### src/rtl/decode_stage.sv
// decode_stage: registered RISC-V instruction decode with a 2-entry skid
// buffer. Decode happens on the input side, so both buffer entries hold a
// fully decoded bundle and every out_* port comes straight from a flop.
module decode_stage #(
    parameter int XLEN = 32
) (
    input  logic            clk,
    input  logic            reset,
    input  logic            flush,
    input  logic            in_valid,
    output logic            in_ready,
    input  logic [31:0]     in_instr,
    input  logic [XLEN-1:0] in_pc,
    output logic            out_valid,
    input  logic            out_ready,
    output logic [XLEN-1:0] out_pc,
    output logic [6:0]      out_opcode,
    output logic [4:0]      out_rd,
    output logic [4:0]      out_rs1,
    output logic [4:0]      out_rs2,
    output logic [2:0]      out_func3,
    output logic [6:0]      out_func7,
    output logic [2:0]      out_fmt,
    output logic [XLEN-1:0] out_imm,
    output logic            out_illegal
);

    localparam logic [2:0] FMT_R    = 3'd0;
    localparam logic [2:0] FMT_I    = 3'd1;
    localparam logic [2:0] FMT_S    = 3'd2;
    localparam logic [2:0] FMT_B    = 3'd3;
    localparam logic [2:0] FMT_U    = 3'd4;
    localparam logic [2:0] FMT_J    = 3'd5;
    localparam logic [2:0] FMT_NONE = 3'd7;

    localparam bit IS_RV64 = (XLEN == 64);

    typedef struct packed {
        logic [XLEN-1:0] pc;
        logic [6:0]      opcode;
        logic [4:0]      rd;
        logic [4:0]      rs1;
        logic [4:0]      rs2;
        logic [2:0]      func3;
        logic [6:0]      func7;
        logic [2:0]      fmt;
        logic [XLEN-1:0] imm;
        logic            illegal;
    } bundle_t;

    bundle_t         dec;
    bundle_t         main_q, main_d;
    bundle_t         skid_q, skid_d;
    logic            main_full_q, main_full_d;
    logic            skid_full_q, skid_full_d;
    logic            push, pop;
    logic [XLEN-1:0] imm_i, imm_s, imm_b, imm_u, imm_j;

    // Each immediate is assembled at its natural width and sign-extended by
    // the signed size cast, so one expression serves both RV32 and RV64.
    assign imm_i = XLEN'($signed(in_instr[31:20]));
    assign imm_s = XLEN'($signed({in_instr[31:25], in_instr[11:7]}));
    assign imm_b = XLEN'($signed({in_instr[31], in_instr[7], in_instr[30:25],
                                  in_instr[11:8], 1'b0}));
    assign imm_u = XLEN'($signed({in_instr[31:12], 12'b0}));
    assign imm_j = XLEN'($signed({in_instr[31], in_instr[19:12], in_instr[20],
                                  in_instr[30:21], 1'b0}));

    // Combinational decode of the incoming instruction into a bundle.
    always_comb begin
        dec         = '0;
        dec.pc      = in_pc;
        dec.opcode  = in_instr[6:0];
        dec.rd      = in_instr[11:7];
        dec.rs1     = in_instr[19:15];
        dec.rs2     = in_instr[24:20];
        dec.func3   = in_instr[14:12];
        dec.func7   = in_instr[31:25];
        dec.fmt     = FMT_NONE;
        dec.imm     = '0;
        dec.illegal = 1'b0;
        // Every listed opcode ends in 2'b11, so matching the full opcode also
        // rejects compressed encodings.
        case (in_instr[6:0])
            7'b0110011:                         dec.fmt = FMT_R;
            7'b0010011, 7'b0000011, 7'b1100111,
            7'b1110011, 7'b0001111:             dec.fmt = FMT_I;
            7'b0100011:                         dec.fmt = FMT_S;
            7'b1100011:                         dec.fmt = FMT_B;
            7'b0110111, 7'b0010111:             dec.fmt = FMT_U;
            7'b1101111:                         dec.fmt = FMT_J;
            7'b0011011: if (IS_RV64)            dec.fmt = FMT_I;
            7'b0111011: if (IS_RV64)            dec.fmt = FMT_R;
            default:                            dec.fmt = FMT_NONE;
        endcase
        case (dec.fmt)
            FMT_I:   dec.imm = imm_i;
            FMT_S:   dec.imm = imm_s;
            FMT_B:   dec.imm = imm_b;
            FMT_U:   dec.imm = imm_u;
            FMT_J:   dec.imm = imm_j;
            default: dec.imm = '0;
        endcase
        dec.illegal = (dec.fmt == FMT_NONE);
    end

    assign in_ready = !skid_full_q && !reset && !flush;
    assign push     = in_valid && in_ready;
    assign pop      = main_full_q && out_ready;

    // Buffer next-state: skid refills main on pop, new entries fill main
    // first and spill into skid only while main is held.
    always_comb begin
        main_d      = main_q;
        skid_d      = skid_q;
        main_full_d = main_full_q;
        skid_full_d = skid_full_q;
        if (flush) begin
            main_full_d = 1'b0;
            skid_full_d = 1'b0;
        end else if (pop) begin
            if (skid_full_q) begin
                main_d      = skid_q;
                skid_full_d = 1'b0;
            end else if (push) begin
                main_d = dec;
            end else begin
                main_full_d = 1'b0;
            end
        end else if (push) begin
            if (main_full_q) begin
                skid_d      = dec;
                skid_full_d = 1'b1;
            end else begin
                main_d      = dec;
                main_full_d = 1'b1;
            end
        end
    end

    // Buffer registers; reset also zeroes the stored data so outputs read 0.
    always_ff @(posedge clk) begin
        if (reset) begin
            main_q      <= '0;
            skid_q      <= '0;
            main_full_q <= 1'b0;
            skid_full_q <= 1'b0;
        end else begin
            main_q      <= main_d;
            skid_q      <= skid_d;
            main_full_q <= main_full_d;
            skid_full_q <= skid_full_d;
        end
    end

    assign out_valid   = main_full_q;
    assign out_pc      = main_q.pc;
    assign out_opcode  = main_q.opcode;
    assign out_rd      = main_q.rd;
    assign out_rs1     = main_q.rs1;
    assign out_rs2     = main_q.rs2;
    assign out_func3   = main_q.func3;
    assign out_func7   = main_q.func7;
    assign out_fmt     = main_q.fmt;
    assign out_imm     = main_q.imm;
    assign out_illegal = main_q.illegal;

endmodule

### config.mk
export PLATFORM = sky130hd
export DESIGN_NAME = decode_stage
export DESIGN_NICKNAME = d
export VERILOG_FILES = /design/src/rtl/decode_stage.sv
export SDC_FILE = /design/constraint.sdc
export NUM_CORES = 1
export LEC_CHECK = 0
export ABC_AREA = 0
export ABC_CLOCK_PERIOD_IN_PS = 3350
export BUFFER_PORTS_ARGS = -buffer_cell sky130_fd_sc_hd__buf_2
export CORE_AREA = 2 2 101 152
export DETAILED_ROUTE_END_ITERATION = 10
export DIE_AREA = 0 0 103 154
export PLACE_DENSITY = 0.84
export SLEW_MARGIN = 20
export SYNTH_ARGS = -nofsm -noshare
export SYNTH_HDL_FRONTEND = slang
export SYNTH_SLANG_ARGS = --single-unit
### constraint.sdc
create_clock -name clk -period 3.35 [get_ports clk]
set_input_delay 0.67 -clock clk [delete_from_list [all_inputs] [get_ports clk]]
set_output_delay 0.67 -clock clk [all_outputs]
set_load 0.05 [all_outputs]
; Yosys cells after proc, flatten, opt, wreduce, memory -nomap -nowiden
; Cells that the tools add are included.
[word_totals]
regBits = 202
inputBits = 69
output_inout_bits = 102
word_cells = 72
[classes]
n_eq_ne = 20
muxes = 11
bitwise = 2
n_reduce_logical = 17
[op_table]
columns = op, n
row1 = 100-bit two-way mux, 5
row2 = 32-bit case mux with 5 select lines, 1
row3 = 7-bit == test (second input constant), 4
row4 = 7-bit by 6-bit == test with 1-bit output (second input constant), 3
row5 = 3-bit case mux with 6 select lines, 1
row6 = 7-bit by 5-bit == test with 1-bit output (second input constant), 2
row7 = 3-bit == test (second input constant), 3
row8 = 4-bit AND reduction, 2
row9 = 7-bit by 2-bit == test with 1-bit output (second input constant), 1
row10 = 7-bit by 4-bit == test with 1-bit output (second input constant), 1
row11 = 3-bit by 2-bit == test with 1-bit output (second input constant), 2
row12 = 5-bit OR reduction, 1
row13 = 1-bit logical AND, 4
row14 = 1-bit two-way mux, 4
row15 = 2-bit inequality test (second input constant), 2
row16 = 2-bit nonzero test, 2
row17 = 2-bit OR reduction, 2
row18 = 3-bit by 1-bit == test with 1-bit output (second input constant), 1
row19 = 1-bit zero test, 3
row20 = 3-bit AND reduction, 1
row21 = 3-bit OR reduction, 1
row22 = 2-bit by 1-bit inequality test with 1-bit output (second input constant), 1
row23 = 1-bit NOT, 2
row24 = 2-bit AND reduction, 1

; Longest topological paths before layout
; Gate-level depths: netlist of run 1.
[logic_depth]
word_depth = 8
depth_mapped = 9
mapped_depth_nobuf = 5

; Worst setup path before layout of run 1
; No wires, ideal clock.
[synth_path]
path_kind = input port to output port
startpoint = input reset
endpoint = output in_ready
t_arrival_ps = 2219
required_time_ps = 2680
setup_slack_ps = 461
cell_stages = 4
path_cell_list = buf_6 clkbuf_1 clkbuf_1 nor3_1
[synth_via]
elab_chain_len = 3
[synth_lines]
columns = item, line
row1 = from (decl), 8  ; input logic reset,
row2 = 1-bit zero test, 107  ; assign in_ready = !skid_full_q && !reset && !flush;
row3 = 1-bit logical AND (2 in a row), 107
row4 = to (decl), 11  ; output logic in_ready,
; No other way between the ends.

; Worst setup path after layout of run 1
; Ends and elaborated chain as after synthesis.

==> out/qor.txt, run 1 <==
initial DRC count -> 502
HP Start -> in_pc[6]
complex-gate fraction of the synthesized area -> 0.2337
Cells after Synth -> 1,061
syn_nets -> 1,130
HPWL Detailed -> 14,150 um
Final period util -> 0.7591
die area -> 0.01586 mm2
CTS H-tree depth -> 1
antenna-violating nets left -> 0
ranking of synthesized cells by area -> dfxtp_1 48%, nand2_1 14%, a311oi_1 7.3%, a21oi_1 5.0%, nor2_1 4.8%
buffers and inverters on the worst path -> 3
clk_skew -> 9.483 ps
max incr delay on CP -> 780 ps
CP startpoint -> reset
Worst EP required -> 2680 ps
worst hold-check slack -> 435.6 ps
Rows -> 54
crit-path max FO -> 106
YS warnings -> 0
largest net degree at the start of global routing -> 107
Post-synth EDFFs -> 0
CTS buffer count -> 19
Mapped Area -> 0.008442 mm2
Hold WC Path Type -> primary input to register
XOR/XNOR Fraction of Synth Area -> 0.001037
crit-path cells -> buf_6, buf_4, nor3_1, buf_2
GRT Util Overall -> 0.2762
Clk pin slew, worst setup/hold paths -> 70 ps
worst slew pin tran -> 1071 ps
CP Capture Type -> output pin
Final Hold Fails -> 0
Yosys cell types -> 55
Yosys top cell by area -> dfxtp_1
Root Driver -> clkbuf_16
Worst VDD drop -> 0.0004990 V
fillers -> 1,240
simple-gate share of the synthesized area -> 0.2352
Comb pwr share -> 0.118
vias -> 7,974
internal power -> 3786 uW
multiplexer share of the synthesized area -> 0
total gr overflow -> 0
Clock Sinks -> 202
switching share of power -> 0.2687
Worst setup SP type -> primary input
RSZ-0062 raised after global routing -> false
Nets -> 1,240
Fmax -> 393.2 MHz
Cell Pwr Density -> 524.7 mW/mm2
post-synthesis register bit count -> 202
WL per Instance -> 16.35 um
final WL -> 22,550 um
Adder-Cell Fraction of Synth Area -> 0
most frequent cells in the layout -> 309 x nand2_1, 202 x dfxtp_1, 169 x buf_2, 109 x nor2_1, 84 x a21oi_1
outcome -> finished clean
worst r2r dst -> skid_q[14]
crit path kind -> primary input to output pin
Worst slew margin -> 0.2857
Clock Path Buffers -> 3
FF-to-FF path depth -> 5
crit path capture -> in_ready
Slowest cell on crit path -> buf_4
Mean Syn Cell Area -> 7.956 um2
sequential power share -> 0.484
maxcap violations -> 0
DRC Markers -> 0
Die Ht -> 154 um
postcts setup bufs -> 0
Hold Buf Count CTS -> 0
setup TNS -> 0 ps
vias in the first global route -> 7,181
drt pass-1 iters -> 5
first-pass GRT wire length -> 35,740 um
R2R setup slack -> 1020 ps
final setup vio count -> 0
core area -> 0.01446 mm2
ys async rst share -> 0
Top delay family on crit path -> buffers and inverters
fraction of layout cells with a size suffix above 1 -> 0.2012
CTS resizes -> 0
Vias/cell -> 5.782
Psw -> 1391 uW
Synth top area share -> 0.4790
Clk Latency, worst-skew pair -> 480 ps
initial antenna violation count -> 0
antenna diode count -> 0
RR Startpoint -> out_valid
Layout area overhead -> 16.88%
Slew Viols, Final -> 0
CP arrival -> 1870 ps
Initial Utilization -> 0.5839
ys flop type -> dfxtp_1
largest family of logic cells by synthesized area -> simple AND/OR/NAND/NOR gates
CP Depth -> 4
LEAKAGE -> 0.003754 uW
IO Port Bufs -> 170
routability cong. -> 0.8952
Clk pwr share -> 0.398
CTS tree -> built
Tmin final -> 2543 ps
sequential fraction of the synthesis area -> 0.4790
I/O pin count -> 171
chip width -> 103 um
most common cell after layout, fill and taps aside -> nand2_1
-- power groups by stage --
| stage | logic [uW] | registers, uW | clock network (uW) |
|---|---|---|---|
| 2_1_floorplan | 229 | 2760 | 0 |
| 3_3_place_gp | 600 | 2560 | 0 |
| 3_5_place_dp | 606 | 2560 | 0 |
| 6_report | 611 | 2500 | 2060 |
| 5_1_grt | 654 | 2510 | 2190 |
| 4_1_cts | 610 | 2500 | 2080 |
-- kinds of logic after synthesis --
kind of cell	count (synthesis)
compound gates	279
xor+xnor	1
buf+inv	96
flops	202
simple gates	483
-- worst min-delay path by stage --
stage	to	cells after the start
floorplan	skid_q[32]	2
global placement	out_fmt[2]	2
detailed placement	skid_q[32]	2
CTS	skid_q[74]	3
global route	skid_q[86]	3
finish	skid_q[74]	3
-- flip-flops by register name (all words and copies together) (netlist names) --
register     flops
skid_q         100
skid_full_q      1
out_illegal      1
out_opcode       7
out_rs1          5
out_pc          32
out_func3        3
out_rs2          5
out_valid        1
out_func7        7
out_imm         32
out_rd           5
out_fmt          3
-- layer usage --
layer | global-route usage | routed length, um | up-vias
met5 | 0 | 0 | -
met4 | 0.1147 | 790 | 0
met3 | 0.05227 | 1704 | 61
met2 | 0.4521 | 11210 | 327
met1 | 0.3529 | 8843 | 3674
li1 | - | - | 3912
-- Yosys cell counts, types with 2 or more instances --
cell and instances:
nand2b_1 7, nor3_1 6, nand2_1 310, and3_1 13, a211o_1 2, nor2b_1 3, clkbuf_1 60, buf_2 26
a22o_1 6, dfxtp_1 202, nor4_1 2, a2111oi_0 3, o21ai_1 14, o21ai_0 34, a21boi_0 2, o22ai_1 4
nor3b_1 2, buf_4 6, a221oi_2 10, nand3_1 11, or3_1 5, nor2_1 109, a311oi_1 70, a21oi_1 84
a211oi_1 35, and2_1 5, buf_6 2
-- per-stage QoR --
stage	area, um2	worst slack, ps	total power, uW	instances	util
after CTS	9867	781.5	5194	1379	0.6824
after floorplan	8442	461.2	2985	1061	-
after detailed placement	9273	790.3	3165	1346	0.6413
after global routing	9867	690.3	5354	1379	0.6824
final	9867	806.9	5177	1379	0.6824
after global placement	9273	767.6	3157	1346	0.6413
-- layout make-up --
| class | instances | area (um2) | area share |
|---|---|---|---|
| multi-input combinational | 763 | 3993 | 0.4046 |
| timing repair buffer | 184 | 987.2 | 0.1001 |
| sequential | 202 | 4044 | 0.4098 |
| clock inverter | 6 | 38.79 | 0.003931 |
| clock buffer | 27 | 555.5 | 0.05630 |
| inverter | 1 | 3.754 | 0.0003804 |
| tap | 196 | 245.2 | 0.02485 |
-- worst reg2reg max path: cells and delay by family (launching register included) --
family                 cells  cell delay (ps)
AND/OR/NAND/NOR            3             1170
flip-flops                 1              470
buffers and inverters      1              370
AO/OA/AOI/OAI              1              160
Note: power is estimated with default switching activity, not from simulation.
==> run 2, diff against run 1 <==
ABC_CLOCK_PERIOD_IN_PS = 2500   (was 3350)
CORE_AREA = 2 2 105 157   (was 2 2 101 152)
DIE_AREA = 0 0 107 159   (was 0 0 103 154)
PLACE_DENSITY = 0.79   (was 0.84)
clock period = 2.5 ns   (was 3.35 ns; I/O delays follow)
==> run 2 against run 1 <==
Compared with the run above:
- clock power increased by 42%
- wire length increased by 1.7%
- via count stayed put
- sequential cell count unchanged
- combinational power increased by 37%
- die area increased by 7.3%
- count of clock-buffer cells in the layout grew 2
- sequential share of layout area shrank 0.92 points
- first-iteration DRC count is 23% higher
- final cell count increased by 1.5%
- register-to-register slack got worse by 780 ps
- critical endpoint is now out_imm[20]
- largest cell class unchanged
- highest routed layer unchanged
==> out/qor.txt, run 2 (synthesized netlist as in run 1, its figures left out) <==
antenna diode count -> 0 (unchanged)
worst slew pin tran -> 997.5 ps (-73.96 ps)
Cell Pwr Density -> 704.5 mW/mm2 (+34%)
clk_skew -> 18.15 ps (+8.670 ps)
most frequent cells in the layout -> 309 x nand2_1, 202 x dfxtp_1, 169 x buf_2, 109 x nor2_1, 84 x a21oi_1
Tmin final -> 2265 ps
routability cong. -> 0.8695 (-2.9%)
Fmax -> 441.5 MHz
outcome -> finished clean
internal power -> 5227 uW (+38%)
Clock Sinks -> 202 (unchanged)
Multi-input gate area -> 0.003998 mm2 (+0.13%)
Post-Layout Cell Count -> 1,399 (+1.5%)
Final Hold Fails -> 0 (unchanged)
CTS tree -> built
vias in the first global route -> 7,523 (+4.8%)
total gr overflow -> 0 (unchanged)
IO Port Bufs -> 170 (unchanged)
Worst VDD drop -> 0.0006157 V (+23%)
final core utilization -> 0.6460 (-0.03644)
switching share of power -> 0.2649 (-0.003741)
Comb pwr share -> 0.118 (about the same)
final setup vio count -> 0 (unchanged)
WL per Instance -> 16.39 um (+0.23%)
CTS H-tree depth -> 1 (unchanged)
FF-to-FF path depth -> 5 (unchanged)
Vias/cell -> 5.700 (-1.4%)
Initial Utilization -> 0.5403 (-0.04357)
Hold WC Path Type -> primary input to register
fraction of layout cells with a size suffix above 1 -> 0.2099 (+0.008683)
placed cells -> 1,365 (+1.4%)
vias -> 7,974 (unchanged)
worst hold-check slack -> 245.7 ps (-189.9 ps)
first-pass GRT wire length -> 37,340 um (+4.5%)
Die Ht -> 159 um (+3.2%)
largest net degree at the start of global routing -> 195 (+82%)
GRT Util Overall -> 0.2641 (-0.01208)
max FFs per register -> 100 (unchanged)
Clk pwr share -> 0.410 (+0.012)
CTS buffer count -> 19 (unchanged)
worst hold path depth -> 3 (unchanged)
initial DRC count -> 615 (+23%)
most common cell after layout, fill and taps aside -> nand2_1
Worst slew margin -> 0.3350 (+0.04931)
HPWL Detailed -> 14,310 um (+1.1%)
Slew Viols, Final -> 0 (unchanged)
Layout area overhead -> 19.56%
antenna-violating nets left -> 0 (unchanged)
core area -> 0.01563 mm2 (+8.1%)
dpl ws -> 129.0 ps (-661.3 ps)
largest reg by FF count -> skid_q
crit path kind -> register to register
crit-path max FO -> 11 (-90%)
Final period util -> 0.9060
final WL -> 22,930 um (+1.7%)
Root Driver -> clkbuf_16
postcts setup bufs -> 0 (unchanged)
FF/Latch Area -> 0.004044 mm2 (unchanged)
sequential power share -> 0.472 (-0.012)
Clk Latency, worst-skew pair -> 500 ps (+20 ps)
maxcap violations -> 0 (unchanged)
CP Capture Type -> register
Worst setup SP type -> register
initial antenna violation count -> 0 (unchanged)
I/O pin count -> 171 (unchanged)
DRC Markers -> 0 (unchanged)
Worst EP required -> 2820 ps (+140 ps)
die area -> 0.01701 mm2 (+7.3%)
Rows -> 56 (+3.7%)
Worst Slack Setup Final -> 235.0 ps (-571.9 ps)
Hold Buf Count CTS -> 0 (unchanged)
setup TNS -> 0 ps (unchanged)
Clock Path Buffers -> 3 (unchanged)
Clk pin slew, worst setup/hold paths -> 70 ps (about the same)
fillers -> 1,411 (+14%)
CP arrival -> 2590 ps (+720 ps)
CTS resizes -> 0 (unchanged)
drt pass-1 iters -> 5 (unchanged)
RSZ-0062 raised after global routing -> false
Psw -> 1884 uW (+35%)
LEAKAGE -> 0.003867 uW (+3.0%)
chip width -> 107 um (+3.9%)
Nets -> 1,252 (+0.97%)
-- run 2: final timing paths --
check	slack, ps	to	from
setup / recovery	240	out_imm[20]	skid_full_q
hold / removal	250	skid_q[78]	in_pc[10]
hold reg to reg	450	out_imm[17]	out_imm[17]
setup reg to reg	240	out_imm[20]	skid_full_q
-- run 2: stage by stage --
| stage | total power [uW] | cell area (um2) |
|---|---|---|
| after global placement | 4251 | 9464 |
| final | 7111 | 10090 |
| after CTS | 7163 | 10090 |
| after floorplan | 4001 | 8447 |
| after global routing | 7333 | 10090 |
| after detailed placement | 4262 | 9464 |
-- run 2: power groups by stage --
| stage | combinational (uW) | sequential, uW | clock (uW) |
|---|---|---|---|
| final | 838 | 3350 | 2920 |
| after global routing | 897 | 3360 | 3070 |
| after CTS | 838 | 3360 | 2970 |
| after detailed placement | 834 | 3430 | 0 |
| after global placement | 826 | 3430 | 0 |
| after floorplan | 307 | 3690 | 0 |
-- run 2: cell type report --
class                      count  area share
tap                          203     0.02516
multi-input combinational    763      0.3961
clock inverter                 5    0.005578
clock buffer                  29     0.05677
sequential                   202      0.4006
timing repair buffer         196      0.1154
inverter                       1   0.0003719
-- run 2: layer usage --
layer | vias up | GRT usage | wire (um)
met2 | 274 | 0.4461 | 11380
met4 | 0 | 0.1051 | 843
met1 | 3715 | 0.3368 | 9218
li1 | 3937 | - | -
met3 | 48 | 0.03930 | 1489
met5 | - | 0 | 0
-- run 2: critical path, cell delays in order, from the launching register on --
cell and delay, ps:
dfxtp_1 500, inv_1 180, a2111o_1 450, or3_4 420
nor2_4 390, a221oi_1 140
==> run 3, diff against run 2 <==
ABC_CLOCK_PERIOD_IN_PS = 1900   (was 2500)
CORE_AREA = 2 2 110 165   (was 2 2 105 157)
DIE_AREA = 0 0 112 167   (was 0 0 107 159)
PLACE_DENSITY = 0.75   (was 0.79)
clock period = 1.9 ns   (was 2.5 ns; I/O delays follow)
==> run 3 against run 2 <==
Compared with the run above:
- sequential power up 32%
- clock skew is 12 ps lower
- setup slack lost 220 ps
- critical path type unchanged
- highest routed layer unchanged
==> out/qor.txt, run 3 (synthesized netlist as in run 1, its figures left out) <==
outcome -> finished clean
Cell Pwr Density -> 877.9 mW/mm2 (+25%)
crit-path max FO -> 11 (unchanged)
switching share of power -> 0.2658 (+0.0008506)
CP startpoint -> skid_full_q
DRC Markers -> 0 (unchanged)
RSZ-0062 raised after global routing -> true
CTS H-tree depth -> 1 (unchanged)
placed cells -> 1,432 (+4.9%)
Layout area overhead -> 27.00%
CTS tree -> built
LEAKAGE -> 0.004207 uW (+8.8%)
die area -> 0.01870 mm2 (+9.9%)
crit-path cells -> nor2b_1, a2111o_1, or3_4, nor2_4, buf_12, a221oi_1
Worst Slack Setup Final -> 16.87 ps (-218.2 ps)
initial antenna violation count -> 0 (unchanged)
vias in the first global route -> 7,780 (+3.4%)
antenna-violating nets left -> 0 (unchanged)
Fmax -> 531.0 MHz (+20%)
most common cell after layout, fill and taps aside -> nand2_1
Die Ht -> 167 um (+5.0%)
worst hold-check slack -> 137.4 ps (-108.2 ps)
dpl ws -> -256.3 ps (-385.3 ps)
Post-Layout Cell Count -> 1,470 (+5.1%)
CP Capture Type -> register
Comb pwr share -> 0.128 (+0.010)
first-pass GRT wire length -> 38,620 um (+3.4%)
antenna diode count -> 0 (unchanged)
IO Port Bufs -> 170 (unchanged)
max incr delay on CP -> 450 ps (-50 ps)
max FFs per register -> 100 (unchanged)
RR Startpoint -> skid_full_q
largest reg by FF count -> skid_q
fillers -> 1,563 (+11%)
Tmin final -> 1883 ps (-381.8 ps)
FF/Latch Area -> 0.004048 mm2 (about the same)
vias -> 8,266 (+3.7%)
I/O pin count -> 171 (unchanged)
final WL -> 24,480 um (+6.8%)
GRT Util Overall -> 0.2462 (-0.01790)
Vias/cell -> 5.623 (-1.3%)
core area -> 0.01727 mm2 (+11%)
CTS buffer count -> 19 (unchanged)
Worst setup SP type -> register
Rows -> 59 (+5.4%)
total gr overflow -> 0 (unchanged)
Clk pwr share -> 0.403 (-0.007)
Psw -> 2502 uW (+33%)
sequential power share -> 0.469 (-0.003)
Initial Utilization -> 0.4887 (-0.05158)
maxcap violations -> 0 (unchanged)
Worst VDD drop -> 0.0006041 V (-1.9%)
drt pass-1 iters -> 5 (unchanged)
HP Start -> in_pc[29]
CP arrival -> 2230 ps (-360 ps)
clk_skew -> 5.929 ps (-12.22 ps)
final core utilization -> 0.6207 (-0.02531)
Hold WC Path Type -> primary input to register
routability cong. -> 0.8843 (+1.7%)
Worst slew margin -> 0.4708 (+0.1357)
initial DRC count -> 583 (-5.2%)
chip width -> 112 um (+4.7%)
fraction of layout cells with a size suffix above 1 -> 0.2514 (+0.04153)
Clock Sinks -> 202 (unchanged)
Clk pin slew, worst setup/hold paths -> 70 ps (about the same)
Clk Latency, worst-skew pair -> 490 ps (about the same)
Multi-input gate area -> 0.004014 mm2 (+0.41%)
Clock Path Buffers -> 3 (unchanged)
Tot Pwr -> 9412 uW (+32%)
internal power -> 6910 uW (+32%)
Worst EP required -> 2250 ps (-570 ps)
largest net degree at the start of global routing -> 94 (-52%)
Final period util -> 0.9911 (+0.08513)
final setup vio count -> 0 (unchanged)
most frequent cells in the layout -> 309 x nand2_1, 201 x dfxtp_1, 168 x buf_2, 107 x nor2_1, 84 x a21oi_1
HPWL Detailed -> 15,990 um (+12%)
Nets -> 1,314 (+5.0%)
Final Hold Fails -> 0 (unchanged)
crit path kind -> register to register
Root Driver -> clkbuf_16
Slew Viols, Final -> 0 (unchanged)
WL per Instance -> 16.65 um (+1.6%)
worst slew pin tran -> 793.8 ps (-203.6 ps)
Slowest cell on crit path -> a2111o_1
==> run 3: changes by cell type in the layout (fill, tap and decap cells not counted), moves of 2 or more <==
cell / previous run / this run
buf_12: 9 / 16
buf_4: 17 / 66
buf_6: 1 / 4
clkbuf_16: 19 / 21
nor2_1: 109 / 107
nor2_2: 1 / 3
o21ai_0: 34 / 32
o21ai_1: 14 / 16
==> run 3: metrics by stage <==
step                TNS, ps  instance area, um2
CTS                       0               10620
detailed placement    -8764                9983
global placement      -5860                9983
finish                    0               10720
floorplan            -294.4                8454
global route         -113.8               10720
==> run 3: final timing paths <==
kind	to	slack (ps)	cells after the start
worst max-delay path	out_imm[20]	20	6
worst min-delay path	skid_q[97]	140	3
worst max register to register	out_imm[20]	20	6
worst min register to register	out_imm[12]	450	2
==> run 3: power by group through the flow <==
stage          combinational, uW  clock [uW]  sequential (uW)
6_report                    1210        3790             4410
5_1_grt                     1290        4040             4420
4_1_cts                     1190        3840             4410
3_5_place_dp                1180           0             4510
3_3_place_gp                1170           0             4500
2_1_floorplan                405           0             4860
==> run 3: per-layer routing <==
| metal | vias up | global-route usage | routed length (um) |
|---|---|---|---|
| met3 | 39 | 0.04258 | 1459 |
| met5 | - | 0 | 0 |
| met4 | 0 | 0.08855 | 653 |
| met2 | 231 | 0.4393 | 12550 |
| li1 | 4057 | - | - |
| met1 | 3939 | 0.2961 | 9821 |
==> run 3: layout make-up <==
class / count / area share
clock buffers: 28 / 0.05216
multi-input cells: 763 / 0.3744
flip-flops and latches: 202 / 0.3775
inverters: 1 / 0.0003501
well taps: 213 / 0.02486
repair buffers: 258 / 0.1655
clock inverters: 5 / 0.005252
==> run 3: what timing repair did <==
item,4_1_cts,5_1_grt
pin swaps,1,4
setup endpoints to repair,11,66
buffers inserted,1,1
hold buffers,0,0
cloned,0,3
gates resized for setup,0,16
==> run 3: critical path: cells and delay by family (launching register included) <==
kind / cells / cell delay (ps)
flops: 1 / 340
simple gates: 3 / 730
compound gates: 2 / 530
buf+inv: 1 / 150
